$ cat config.mk
export PLATFORM = sky130hd
export DESIGN_NAME = jk_bank_driver_flat
export DESIGN_NICKNAME = d
export VERILOG_FILES = /design/src/rtl/jk_bank_driver_if.sv /design/src/rtl/jk_bank_driver.sv /design/src/flat_wrapper.sv
export SDC_FILE = /design/constraint.sdc
export NUM_CORES = 1
export LEC_CHECK = 0
export CORE_ASPECT_RATIO = 1.25
export CORE_UTILIZATION = 40
export DETAILED_ROUTE_END_ITERATION = 8
export PLACE_DENSITY = 0.67
export REMOVE_ABC_BUFFERS = 1
export SLEW_MARGIN = 20
export SYNTH_ARGS = -nofsm -noshare
export SYNTH_HDL_FRONTEND = slang
export SYNTH_SLANG_ARGS = --single-unit
$ cat constraint.sdc
create_clock -name clk -period 3.6 [get_ports clk]
set_input_delay 0.54 -clock clk [delete_from_list [all_inputs] [get_ports clk]]
set_output_delay 0.54 -clock clk [all_outputs]
set_load 0.02 [all_outputs]
$ cat src/rtl/jk_bank_driver_if.sv
// Bus between the JK bank write controller, its requester and the JK bank.
// The slave modport is the controller's view; the master modport is the
// requester/bank side that offers targets and returns the bank's Q.
interface jk_bank_driver_if #(
    parameter int WIDTH = 4
) ();

    // Target word handshake.
    logic [WIDTH-1:0] tgt_data;
    logic             tgt_valid;
    logic             tgt_ready;

    // Excitation to the bank and its readback.
    logic [WIDTH-1:0] j;
    logic [WIDTH-1:0] k;
    logic [WIDTH-1:0] q_fb;

    // Status.
    logic             busy;
    logic             done;
    logic             err;
    logic [7:0]       err_count;

    modport master (
        output tgt_data,
        output tgt_valid,
        output q_fb,
        input  tgt_ready,
        input  j,
        input  k,
        input  busy,
        input  done,
        input  err,
        input  err_count
    );

    modport slave (
        input  tgt_data,
        input  tgt_valid,
        input  q_fb,
        output tgt_ready,
        output j,
        output k,
        output busy,
        output done,
        output err,
        output err_count
    );

endinterface

$ cat src/rtl/jk_bank_driver.sv
// Write-side controller for a bank of JK flip-flops.
// A target word is accepted in IDLE, per-bit J/K excitation is derived from the
// bank's present Q and driven for exactly one clock, then Q is read back and
// compared. A mismatch re-drives from the new Q up to MAX_RETRY times before
// reporting err. All outputs come straight from registers.
module jk_bank_driver #(
    parameter int WIDTH       = 4,
    parameter bit TOGGLE_PREF = 1'b0,
    parameter int MAX_RETRY   = 2
) (
    input  logic              clk,
    input  logic              reset,
    jk_bank_driver_if.slave   bus
);

    // FSM encoding kept as plain constants for compatibility with older tools.
    localparam logic [1:0] ST_IDLE  = 2'd0;
    localparam logic [1:0] ST_DRIVE = 2'd1;
    localparam logic [1:0] ST_CHECK = 2'd2;

    // Retry counter must hold 0..MAX_RETRY; keep at least one bit so that
    // MAX_RETRY = 0 still elaborates.
    localparam int              RETRY_W     = (MAX_RETRY < 1) ? 1 : $clog2(MAX_RETRY + 1);
    localparam logic [RETRY_W-1:0] RETRY_LIMIT = RETRY_W'(MAX_RETRY);
    localparam logic [RETRY_W-1:0] RETRY_ONE   = RETRY_W'(1);
    localparam logic [7:0]      ERR_CNT_MAX = 8'hFF;

    // J excitation: only bits that differ from the target are driven, so a
    // bit that is already correct is never toggled.
    function automatic logic [WIDTH-1:0] excite_j(
        input logic [WIDTH-1:0] q,
        input logic [WIDTH-1:0] t
    );
        logic [WIDTH-1:0] diff;
        diff = q ^ t;
        if (TOGGLE_PREF) begin
            return diff;
        end else begin
            return diff & t;
        end
    endfunction

    // K excitation: toggle mode uses J=K=1 on changing bits, otherwise K
    // clears the bits that must go from 1 to 0.
    function automatic logic [WIDTH-1:0] excite_k(
        input logic [WIDTH-1:0] q,
        input logic [WIDTH-1:0] t
    );
        logic [WIDTH-1:0] diff;
        diff = q ^ t;
        if (TOGGLE_PREF) begin
            return diff;
        end else begin
            return diff & ~t;
        end
    endfunction

    // Saturating increment for the error counter.
    function automatic logic [7:0] sat_inc8(input logic [7:0] v);
        if (v == ERR_CNT_MAX) begin
            return ERR_CNT_MAX;
        end else begin
            return v + 8'd1;
        end
    endfunction

    // Registered state and outputs.
    logic [1:0]         state_r;
    logic [WIDTH-1:0]   tgt_r;
    logic [RETRY_W-1:0] retry_cnt_r;
    logic [WIDTH-1:0]   j_r;
    logic [WIDTH-1:0]   k_r;
    logic               tgt_ready_r;
    logic               busy_r;
    logic               done_r;
    logic               err_r;
    logic [7:0]         err_count_r;

    // Next-state values.
    logic [1:0]         state_s;
    logic [WIDTH-1:0]   tgt_s;
    logic [RETRY_W-1:0] retry_cnt_s;
    logic [WIDTH-1:0]   j_s;
    logic [WIDTH-1:0]   k_s;
    logic               tgt_ready_s;
    logic               busy_s;
    logic               done_s;
    logic               err_s;
    logic [7:0]         err_count_s;

    // Decoded conditions.
    logic               accept_s;
    logic               match_s;
    logic               retry_left_s;

    // Handshake and readback decode; accept can only happen while ready is high,
    // which is only ever true in IDLE.
    always_comb begin
        accept_s     = bus.tgt_valid & tgt_ready_r;
        match_s      = (bus.q_fb == tgt_r);
        retry_left_s = (retry_cnt_r < RETRY_LIMIT);
    end

    // Sequencing: IDLE -> DRIVE (one cycle) -> CHECK -> IDLE or back to DRIVE.
    // j/k are zero unless the next cycle is a DRIVE cycle.
    always_comb begin
        state_s     = state_r;
        tgt_s       = tgt_r;
        retry_cnt_s = retry_cnt_r;
        j_s         = '0;
        k_s         = '0;
        done_s      = 1'b0;
        err_s       = 1'b0;
        err_count_s = err_count_r;
        case (state_r)
            ST_IDLE: begin
                if (accept_s) begin
                    tgt_s       = bus.tgt_data;
                    retry_cnt_s = '0;
                    j_s         = excite_j(bus.q_fb, bus.tgt_data);
                    k_s         = excite_k(bus.q_fb, bus.tgt_data);
                    state_s     = ST_DRIVE;
                end else begin
                    state_s     = ST_IDLE;
                end
            end
            ST_DRIVE: begin
                // The bank samples j/k at the end of this cycle.
                state_s = ST_CHECK;
            end
            ST_CHECK: begin
                if (match_s) begin
                    done_s  = 1'b1;
                    state_s = ST_IDLE;
                end else if (retry_left_s) begin
                    // Re-derive from the bank's current Q; it may have been
                    // disturbed externally since the previous attempt.
                    retry_cnt_s = retry_cnt_r + RETRY_ONE;
                    j_s         = excite_j(bus.q_fb, tgt_r);
                    k_s         = excite_k(bus.q_fb, tgt_r);
                    state_s     = ST_DRIVE;
                end else begin
                    err_s       = 1'b1;
                    err_count_s = sat_inc8(err_count_r);
                    state_s     = ST_IDLE;
                end
            end
            default: begin
                // Unreachable encoding: recover to a quiet IDLE.
                retry_cnt_s = '0;
                state_s     = ST_IDLE;
            end
        endcase
    end

    // Status flags follow the state being entered so they can be registered.
    always_comb begin
        if (state_s == ST_IDLE) begin
            tgt_ready_s = 1'b1;
            busy_s      = 1'b0;
        end else begin
            tgt_ready_s = 1'b0;
            busy_s      = 1'b1;
        end
    end

    // State and output registers with synchronous active-high reset.
    always_ff @(posedge clk) begin
        if (reset) begin
            state_r     <= ST_IDLE;
            tgt_r       <= '0;
            retry_cnt_r <= '0;
            j_r         <= '0;
            k_r         <= '0;
            tgt_ready_r <= 1'b1;
            busy_r      <= 1'b0;
            done_r      <= 1'b0;
            err_r       <= 1'b0;
            err_count_r <= 8'h00;
        end else begin
            state_r     <= state_s;
            tgt_r       <= tgt_s;
            retry_cnt_r <= retry_cnt_s;
            j_r         <= j_s;
            k_r         <= k_s;
            tgt_ready_r <= tgt_ready_s;
            busy_r      <= busy_s;
            done_r      <= done_s;
            err_r       <= err_s;
            err_count_r <= err_count_s;
        end
    end

    // Drive the bus from the output registers.
    assign bus.tgt_ready = tgt_ready_r;
    assign bus.j         = j_r;
    assign bus.k         = k_r;
    assign bus.busy      = busy_r;
    assign bus.done      = done_r;
    assign bus.err       = err_r;
    assign bus.err_count = err_count_r;

endmodule

$ cat src/flat_wrapper.sv
// flat-port wrapper written by rule: the top's interface ports become plain ports
module jk_bank_driver_flat 
#(
    parameter int WIDTH       = 4,
    parameter bit TOGGLE_PREF = 1'b0,
    parameter int MAX_RETRY   = 2
)
  (clk, reset, bus_tgt_data, bus_tgt_valid, bus_q_fb, bus_tgt_ready, bus_j, bus_k, bus_busy, bus_done, bus_err, bus_err_count);
  jk_bank_driver_if #(.WIDTH(WIDTH)) bus_i ();
  input  logic clk;
  input  logic reset;
  input wire logic [$bits(bus_i.tgt_data)-1:0] bus_tgt_data;
  input wire logic [$bits(bus_i.tgt_valid)-1:0] bus_tgt_valid;
  input wire logic [$bits(bus_i.q_fb)-1:0] bus_q_fb;
  output wire logic [$bits(bus_i.tgt_ready)-1:0] bus_tgt_ready;
  output wire logic [$bits(bus_i.j)-1:0] bus_j;
  output wire logic [$bits(bus_i.k)-1:0] bus_k;
  output wire logic [$bits(bus_i.busy)-1:0] bus_busy;
  output wire logic [$bits(bus_i.done)-1:0] bus_done;
  output wire logic [$bits(bus_i.err)-1:0] bus_err;
  output wire logic [$bits(bus_i.err_count)-1:0] bus_err_count;
  assign bus_i.tgt_data = bus_tgt_data;
  assign bus_i.tgt_valid = bus_tgt_valid;
  assign bus_i.q_fb = bus_q_fb;
  assign bus_tgt_ready = bus_i.tgt_ready;
  assign bus_j = bus_i.j;
  assign bus_k = bus_i.k;
  assign bus_busy = bus_i.busy;
  assign bus_done = bus_i.done;
  assign bus_err = bus_i.err;
  assign bus_err_count = bus_i.err_count;
  jk_bank_driver #(.WIDTH(WIDTH), .TOGGLE_PREF(TOGGLE_PREF), .MAX_RETRY(MAX_RETRY)) u_core (.clk(clk), .reset(reset), .bus(bus_i));
endmodule
==> results.json, run 1 <==
{
  "io_buffers": 30,
  "finClkSkew_ps": 5.51,
  "dp_hpwl_mm": 1.80,
  "htree_levels": 1,
  "vdd_drop_max_mv": 0.235,
  "finalSetupViolCount": 0,
  "overflow": 0,
  "synthCells": 125,
  "cts_resized": 0,
  "synth_cell_type_count": 37,
  "grt_max_degree": 22,
  "pin_count": 31,
  "die_x_um": 52.8,
  "maxSlewHeadroom_pct": 63.2,
  "drive_above_1_share_pct": 10.9,
  "fin_area_mm2": 0.00167,
  "place_congestion": 0.716,
  "cts_tree": "done",
  "whs_ps": 504,
  "cp-start-kind": "primary input",
  "routed-via-count": 1050,
  "clock.fmax_ghz": 0.438,
  "die_h_um": 65.5,
  "final_cell_mix": "clkdlybuf4s50_1, dfxtp_1, inv_1",
  "ys_seq_area_share_pct": 43.4,
  "required_ps": 3870,
  "worstPathArrival_ps": 2560,
  "ys.flop_type": "dfxtp_1",
  "power_leakage_nw": 0.653,
  "synth_edf_count": 0,
  "drc": 0,
  "cts_made_buffers": 3,
  "vias_per_cell": 5.47,
  "cts-root-buf": "clkbuf_4",
  "clk_latency_ps": 320,
  "initial_core_util_pct": 43.0,
  "ys_ff_latch": 28,
  "drt-initial-drc-count": 33,
  "fin_ws_ps": 1320,
  "diodes": 0,
  "hold_viol": 0,
  "holdCritPathClass": "reg2reg",
  "post-place-ws_ps": 993,
  "grt.total_usage_pct": 16.8,
  "post-route-util_pct": 55.7,
  "synth.cell_area_mm2": 0.00129,
  "post-cts-setup-buffer-count": 0,
  "fin_crit_ps": 2280,
  "wl_mm": 2.54,
  "postRouteAntennaNets": 0,
  "finalMaxSlewViolations": 0,
  "firstDrtPassIters": 4,
  "status": "finished clean",
  "path_class": "in2reg",
  "final_common_cell": "clkdlybuf4s50_1",
  "cts.sink_count": 28,
  "cap_violations": 0,
  "wl_per_cell_um": 13.3,
  "postPlaceCellArea_mm2": 0.00162,
  "syn_area_per_cell_um2": 10.3,
  "grt_pass1_wl_mm": 4.37,
  "grt_setup_unrepaired": "false",
  "area_growth_pct": 29.5,
  "grt_pass1_vias": 1011,
  "fin_crit_sh_pct": 63.4,
  "yosysWarnings": 0,
  "rows": 22,
  "worst_slew_pin_slew_ps": 549,
  "synthArstFlopShare_pct": 0,
  "critPathCaptureType": "flip-flop",
  "tns_ps": 0,
  "powerDensity_mw_per_mm2": 371,
  "antenna_found_initial": 0,
  "synth_area_leaders": "dfxtp_1, ha_1, a32o_1",
  "nets": 177,
  "yosys.area.top_type_share_pct": 43.4,
  "hold_buffers": 0,
  "die_area_mm2": 0.00346,
  "synth_top_area_cell": "dfxtp_1",
  "core_area_mm2": 0.00300,
  "cts.clk_slew.worst_paths_ps": 150,
  "fillers": 271,
  "path_max_fanout": 8,
  "cts_max_path_buffers": 2
}
cells in the mapped netlist (3+ instances only):
cell type and count:
a32o_1 8, dfxtp_1 28, nand2_1 3, ha_1 9, a31oi_1 4, nand3_1 6
mux2i_1 5, a21oi_1 6, and4b_1 3, inv_1 15, nor2_1 6
stage by stage:
step | total power, mW | cells
final | 0.619 | 192
after global routing | 0.657 | 192
after CTS | 0.632 | 192
after detailed placement | 0.425 | 188
after global placement | 0.423 | 188
after floorplan | 0.385 | 121
state kept, by name, indices dropped and copies added, names as in the netlist, 2 cells and up:
name,cells
u_core.state_r,2
u_core.retry_cnt_r,2
u_core.bus.k,4
u_core.bus.j,4
u_core.tgt_r,4
u_core.bus.err_count,8
layout make-up:
cell class / instances / area [um^2] / share of cell area, %
inverters: 15 / 56.3 / 3.37
multi-input cells: 78 / 649 / 38.8
well taps: 36 / 45.0 / 2.69
clock inverters: 1 / 30.0 / 1.80
flip-flops and latches: 28 / 561 / 33.5
clock buffers: 3 / 22.5 / 1.35
repair buffers: 31 / 308 / 18.4
worst max-delay path: stages:
cell and delay [ps]:
clkdlybuf4s50_1 510, inv_1 70, ha_1 320, a41oi_1 300
nand2_1 160, nor3_2 450, a32o_1 200
routing by layer:
layer	global-route usage (%)	share of wire [%]	wire length (um)	up-vias
li1	-	-	-	517
met1	20.3	47	1200	504
met2	29.1	48	1230	25
met3	2.08	3.5	88	4
met4	6.91	1.2	30	0
met5	0	0	0	-
path summary, 6_finish.rpt:
path	cells after the start	end	start	slack (ps)
hold reg to reg	2	u_core.retry_cnt_r[1]$_SDFFE_PP0P_	u_core.retry_cnt_r[0]$_SDFFE_PP0P_	500
setup / recovery	7	u_core.bus.j[1]$_SDFF_PP0_	bus_q_fb[3]	1320
setup reg to reg	5	u_core.bus.j[1]$_SDFF_PP0_	u_core.tgt_r[3]$_SDFFE_PP0P_	1780
hold / removal	2	u_core.retry_cnt_r[1]$_SDFFE_PP0P_	u_core.retry_cnt_r[0]$_SDFFE_PP0P_	500
report_power, final:
part	switching, mW	internal (mW)
Combinational	0.0439	0.0415
Sequential	0.00981	0.322
Clock	0.0893	0.113
kinds of logic (layout without fill, tap and decap cells):
logic type / count (synthesis) / count (layout) / synth area share, %
flip-flops: 28 / 28 / 43.4
AO/OA/AOI/OAI: 26 / 26 / 16.5
adder cells (fa/ha/maj): 9 / 9 / 8.72
multiplexers: 5 / 5 / 3.88
AND/OR/NAND/NOR: 37 / 37 / 20.5
buffers and inverters: 19 / 50 / 6.30
XOR/XNOR: 1 / 1 / 0.678
No activity file was read; power rests on OpenSTA's default activity.
==> run 2: changes to the inputs <==
- clock period: 3.6 -> 2.2 ns (I/O delays scaled with it)
==> results.json, run 2 (synthesis gave the netlist of run 1 again) <==
{
  "reg2reg_depth": 6,
  "critical_path_buf_inv_count": 3,
  "grt.total_usage_pct": 16.8,
  "worst_slew_pin_slew_ps": 429,
  "cts_max_path_buffers": 2,
  "finClkSkew_ps": 2.66,
  "cts-root-buf": "clkbuf_4",
  "die_h_um": 65.5,
  "crit_chain": "clkdlybuf4s50_1 > inv_1 > ha_1 > a41oi_1 > nand2_1 > nor3_2 > buf_4 > a32o_1",
  "grt_pass1_wl_mm": 4.39,
  "min_to": "u_core.retry_cnt_r[0]$_SDFFE_PP0P_",
  "wl_per_cell_um": 13.7,
  "met1_usage_pct": 20.4,
  "wl_mm": 2.62,
  "path_class": "in2reg",
  "finalSetupViolCount": 0,
  "worstPathArrival_ps": 2150,
  "cp-start-kind": "primary input",
  "final_cell_mix": "clkdlybuf4s50_1, dfxtp_1, inv_1",
  "routed-via-count": 1046,
  "met2_usage_pct": 29.4,
  "vdd_drop_max_mv": 0.285,
  "critPathCaptureType": "flip-flop",
  "regToRegSetupSlack_ps": 590,
  "grtUsageMet3_pct": 2.31,
  "grt_pass1_vias": 996,
  "postRouteAntennaNets": 0,
  "antenna_found_initial": 0,
  "final_common_cell": "clkdlybuf4s50_1",
  "tns_ps": 0,
  "post-route-util_pct": 55.0,
  "holdCritPathClass": "reg2reg",
  "overflow": 0,
  "diodes": 0,
  "nets": 178,
  "place_congestion": 0.752,
  "rows": 22,
  "drt-initial-drc-count": 24,
  "hold_buffers": 0,
  "clk_latency_ps": 320,
  "finalMaxSlewViolations": 0,
  "area_growth_pct": 27.7,
  "die_area_mm2": 0.00346,
  "status": "finished clean",
  "drive_above_1_share_pct": 10.9,
  "cts_tree": "done",
  "holdPathStages": 2,
  "powerDensity_mw_per_mm2": 537,
  "dp_hpwl_mm": 1.92,
  "htree_levels": 1,
  "grt_max_degree": 15,
  "largest_reg_flops": 8,
  "fin_crit_ps": 1880,
  "firstDrtPassIters": 4,
  "required_ps": 2470,
  "grt_setup_unrepaired": "false",
  "initial_core_util_pct": 43.0,
  "worstHoldStart": "u_core.retry_cnt_r[0]$_SDFFE_PP0P_",
  "vias_per_cell": 5.45,
  "r2r-start": "u_core.tgt_r[0]$_SDFFE_PP0P_",
  "r2r_end": "u_core.bus.k[3]$_SDFF_PP0_",
  "cts_made_buffers": 3,
  "cts_resized": 0,
  "crit_family": "buffers and inverters",
  "io_buffers": 30,
  "drc": 0,
  "hold_viol": 0,
  "clock.fmax_ghz": 0.531,
  "post-cts-setup-buffer-count": 0,
  "maxSlewHeadroom_pct": 71.3,
  "fin_crit_sh_pct": 85.6,
  "cts.sink_count": 28,
  "slowest_stage": "clkdlybuf4s50_1",
  "top_usage_layer": "met2",
  "cts.clk_slew.worst_paths_ps": 130,
  "power_leakage_nw": 0.644,
  "slowest_delay_ps": 520,
  "die_x_um": 52.8,
  "pin_count": 31,
  "cap_violations": 0,
  "core_area_mm2": 0.00300,
  "path_max_fanout": 8
}
==> run 2: stage by stage <==
| stage | cell area [um^2] | power [mW] | std cells | hold WS [ps] | setup WS [ps] |
|---|---|---|---|---|---|
| global placement | 1630 | 0.694 | 189 | 470 | 61.2 |
| global route | 1650 | 0.936 | 192 | 542 | 144 |
| CTS | 1650 | 0.902 | 192 | 501 | 328 |
| detailed placement | 1630 | 0.699 | 189 | 477 | -11.1 |
| finish | 1650 | 0.886 | 192 | 502 | 317 |
| floorplan | 1270 | 0.630 | 121 | 396 | 618 |
==> run 2: worst min-delay path, delay by kind of cell, from the launching register on <==
kind | cells | cell delay (ps)
DFF | 1 | 350
and+or+nand+nor | 1 | 70
AOI/OAI and AO/OA | 1 | 60
==> run 2: final cells by class <==
type                    instances  area, um^2
multi-input cells              78         649
repair buffers                 32         315
clock buffers                   3        22.5
fillers                       289        1350
well taps                      36        45.0
inverters                      15        56.3
flip-flops and latches         28         561
==> run 2: routing by layer <==
| layer | wire length, um | vias up |
|---|---|---|
| met5 | 0 | - |
| met3 | 97 | 4 |
| li1 | - | 516 |
| met1 | 1190 | 497 |
| met2 | 1310 | 29 |
| met4 | 27 | 0 |
==> run 2: worst max path at each step <==
stage                 from                                    to  slack (ps)  cells after the start
4_1_cts        bus_q_fb[3]            u_core.bus.k[3]$_SDFF_PP0_         330                      8
5_1_grt        bus_q_fb[3]            u_core.bus.k[0]$_SDFF_PP0_         140                      8
6_report       bus_q_fb[3]            u_core.bus.k[3]$_SDFF_PP0_         320                      8
3_3_place_gp   bus_q_fb[0]  u_core.bus.err_count[5]$_SDFFE_PP0P_          60                      7
2_1_floorplan  bus_q_fb[3]            u_core.bus.j[0]$_SDFF_PP0_         620                      6
3_5_place_dp   bus_q_fb[3]            u_core.bus.k[3]$_SDFF_PP0_         -10                      8
==> run 2: power breakdown <==
group / total (mW) / switching, mW / internal (mW) / leakage [nW]
Clock: 0.200 / 0.136 / 0.0641 / 0.0138
Combinational: 0.143 / 0.0737 / 0.0689 / 0.403
Sequential: 0.543 / 0.0155 / 0.527 / 0.227
==> run 3: changes to the inputs <==
- CORE_UTILIZATION: 40 -> 48
- GPL_ROUTABILITY_DRIVEN: default -> 1
- PLACE_DENSITY: 0.67 -> 0.78
==> results.json, run 3 (synthesis gave the netlist of run 1 again) <==
{
  "clk_latency_ps": 340,
  "area_growth_pct": 28.5,
  "clock.fmax_ghz": 0.544,
  "wl_mm": 2.45,
  "cap_violations": 0,
  "fin_crit_ps": 1840,
  "p_sw_mw": 0.237,
  "diodes": 0,
  "dp_hpwl_mm": 1.80,
  "cts-root-buf": "clkbuf_4",
  "powerDensity_mw_per_mm2": 563,
  "firstDrtPassIters": 4,
  "finalSetupViolCount": 0,
  "worst_slew_pin_slew_ps": 388,
  "finClkSkew_ps": 9.06,
  "rows": 20,
  "regToRegSetupSlack_ps": 610,
  "holdCritPathClass": "reg2reg",
  "vdd_drop_max_mv": 0.360,
  "critPathCaptureType": "flip-flop",
  "pin_count": 31,
  "grt_setup_unrepaired": "false",
  "drt-initial-drc-count": 18,
  "routed-via-count": 1029,
  "drc": 0,
  "status": "finished clean",
  "die_x_um": 48.4,
  "combPwrFrac_pct": 15.0,
  "required_ps": 2490,
  "die_h_um": 60.0,
  "worstPathArrival_ps": 2130,
  "maxSlewHeadroom_pct": 74.1,
  "grt_pass1_wl_mm": 4.15,
  "power_leakage_nw": 0.651,
  "grt_pass1_vias": 997,
  "cts_made_buffers": 3,
  "grt.total_usage_pct": 19.2,
  "cts_max_path_buffers": 2,
  "largest_reg_flops": 8,
  "vias_per_cell": 5.42,
  "overflow": 0,
  "hold_viol": 0,
  "seqPwrFrac_pct": 58.1,
  "fin_crit_sh_pct": 83.6,
  "postRouteAntennaNets": 0,
  "wl_per_cell_um": 12.9,
  "clock_power_share_pct": 26.9,
  "cts.sink_count": 28,
  "drive_above_1_share_pct": 11.5,
  "cts_tree": "done",
  "cp-start-kind": "primary input",
  "path_class": "in2reg",
  "post-cts-setup-buffer-count": 0,
  "grt_max_degree": 16,
  "htree_levels": 1,
  "fin_area_mm2": 0.00166,
  "layout.cells.non_filler": 190,
  "finalMaxSlewViolations": 0,
  "core_area_mm2": 0.00250,
  "hold_buffers": 0,
  "final_cell_mix": "clkdlybuf4s50_1, dfxtp_1, inv_1",
  "intPower_mw": 0.698,
  "dp_cells": 186,
  "place_congestion": 0.708,
  "cts.clk_slew.worst_paths_ps": 150,
  "cts_resized": 0,
  "switching_share_pct": 25.3,
  "die_area_mm2": 0.00290,
  "initial_core_util_pct": 51.6,
  "final_common_cell": "clkdlybuf4s50_1",
  "antenna_found_initial": 0,
  "io_buffers": 30,
  "postPlaceCellArea_mm2": 0.00162,
  "nets": 178,
  "path_max_fanout": 8
}
==> run 3: layer usage <==
metal  track usage (%)  wire (um)  vias to the layer above
li1                  -          -                      521
met3              2.80        128                        4
met4              13.9         63                        0
met2              36.6       1240                       27
met1              19.4       1010                      477
met5                 0          0                        -
==> run 3: power by group through the flow <==
stage / sequential [mW] / combinational [mW] / clock, mW
after detailed placement: 0.555 / 0.142 / 0
after floorplan: 0.565 / 0.0649 / 0
final: 0.543 / 0.140 / 0.251
after global placement: 0.553 / 0.139 / 0
after global routing: 0.546 / 0.157 / 0.279
after CTS: 0.543 / 0.143 / 0.261
==> run 3: area by class of cell <==
class | count | area (um^2)
fill | 219 | 843
tap | 33 | 41.3
inverter | 15 | 56.3
multi-input combinational | 78 | 649
clock buffer | 4 | 36.3
sequential | 28 | 561
timing repair buffer | 32 | 315
==> run 3: worst max-delay path, stage by stage <==
cell and delay, ps:
clkdlybuf4s50_1 510, inv_1 80, ha_1 310, a41oi_1 290, nand2_1 160, nor3_2 130
buf_4 180, a32o_1 130
==> run 3: path summary, 6_finish.rpt <==
path,startpoint,end,cells after the start
min,u_core.retry_cnt_r[0]$_SDFFE_PP0P_,u_core.retry_cnt_r[1]$_SDFFE_PP0P_,2
max,bus_q_fb[3],u_core.bus.k[0]$_SDFF_PP0_,8
max reg2reg,u_core.tgt_r[3]$_SDFFE_PP0P_,u_core.bus.k[0]$_SDFF_PP0_,6
min reg2reg,u_core.retry_cnt_r[0]$_SDFFE_PP0P_,u_core.retry_cnt_r[1]$_SDFFE_PP0P_,2
==> run 3: through the flow <==
stage / total power [mW] / TNS (ps) / utilization, % / hold slack [ps] / setup WS, ps
final: 0.934 / 0 / 66.3 / 487 / 361
after global routing: 0.982 / 0 / 66.3 / 535 / 207
after CTS: 0.946 / 0 / 66.3 / 497 / 363
after detailed placement: 0.696 / -0.674 / 64.9 / 476 / -0.674
after global placement: 0.692 / 0 / 64.9 / 470 / 63.4
after floorplan: 0.630 / 0 / - / 396 / 618
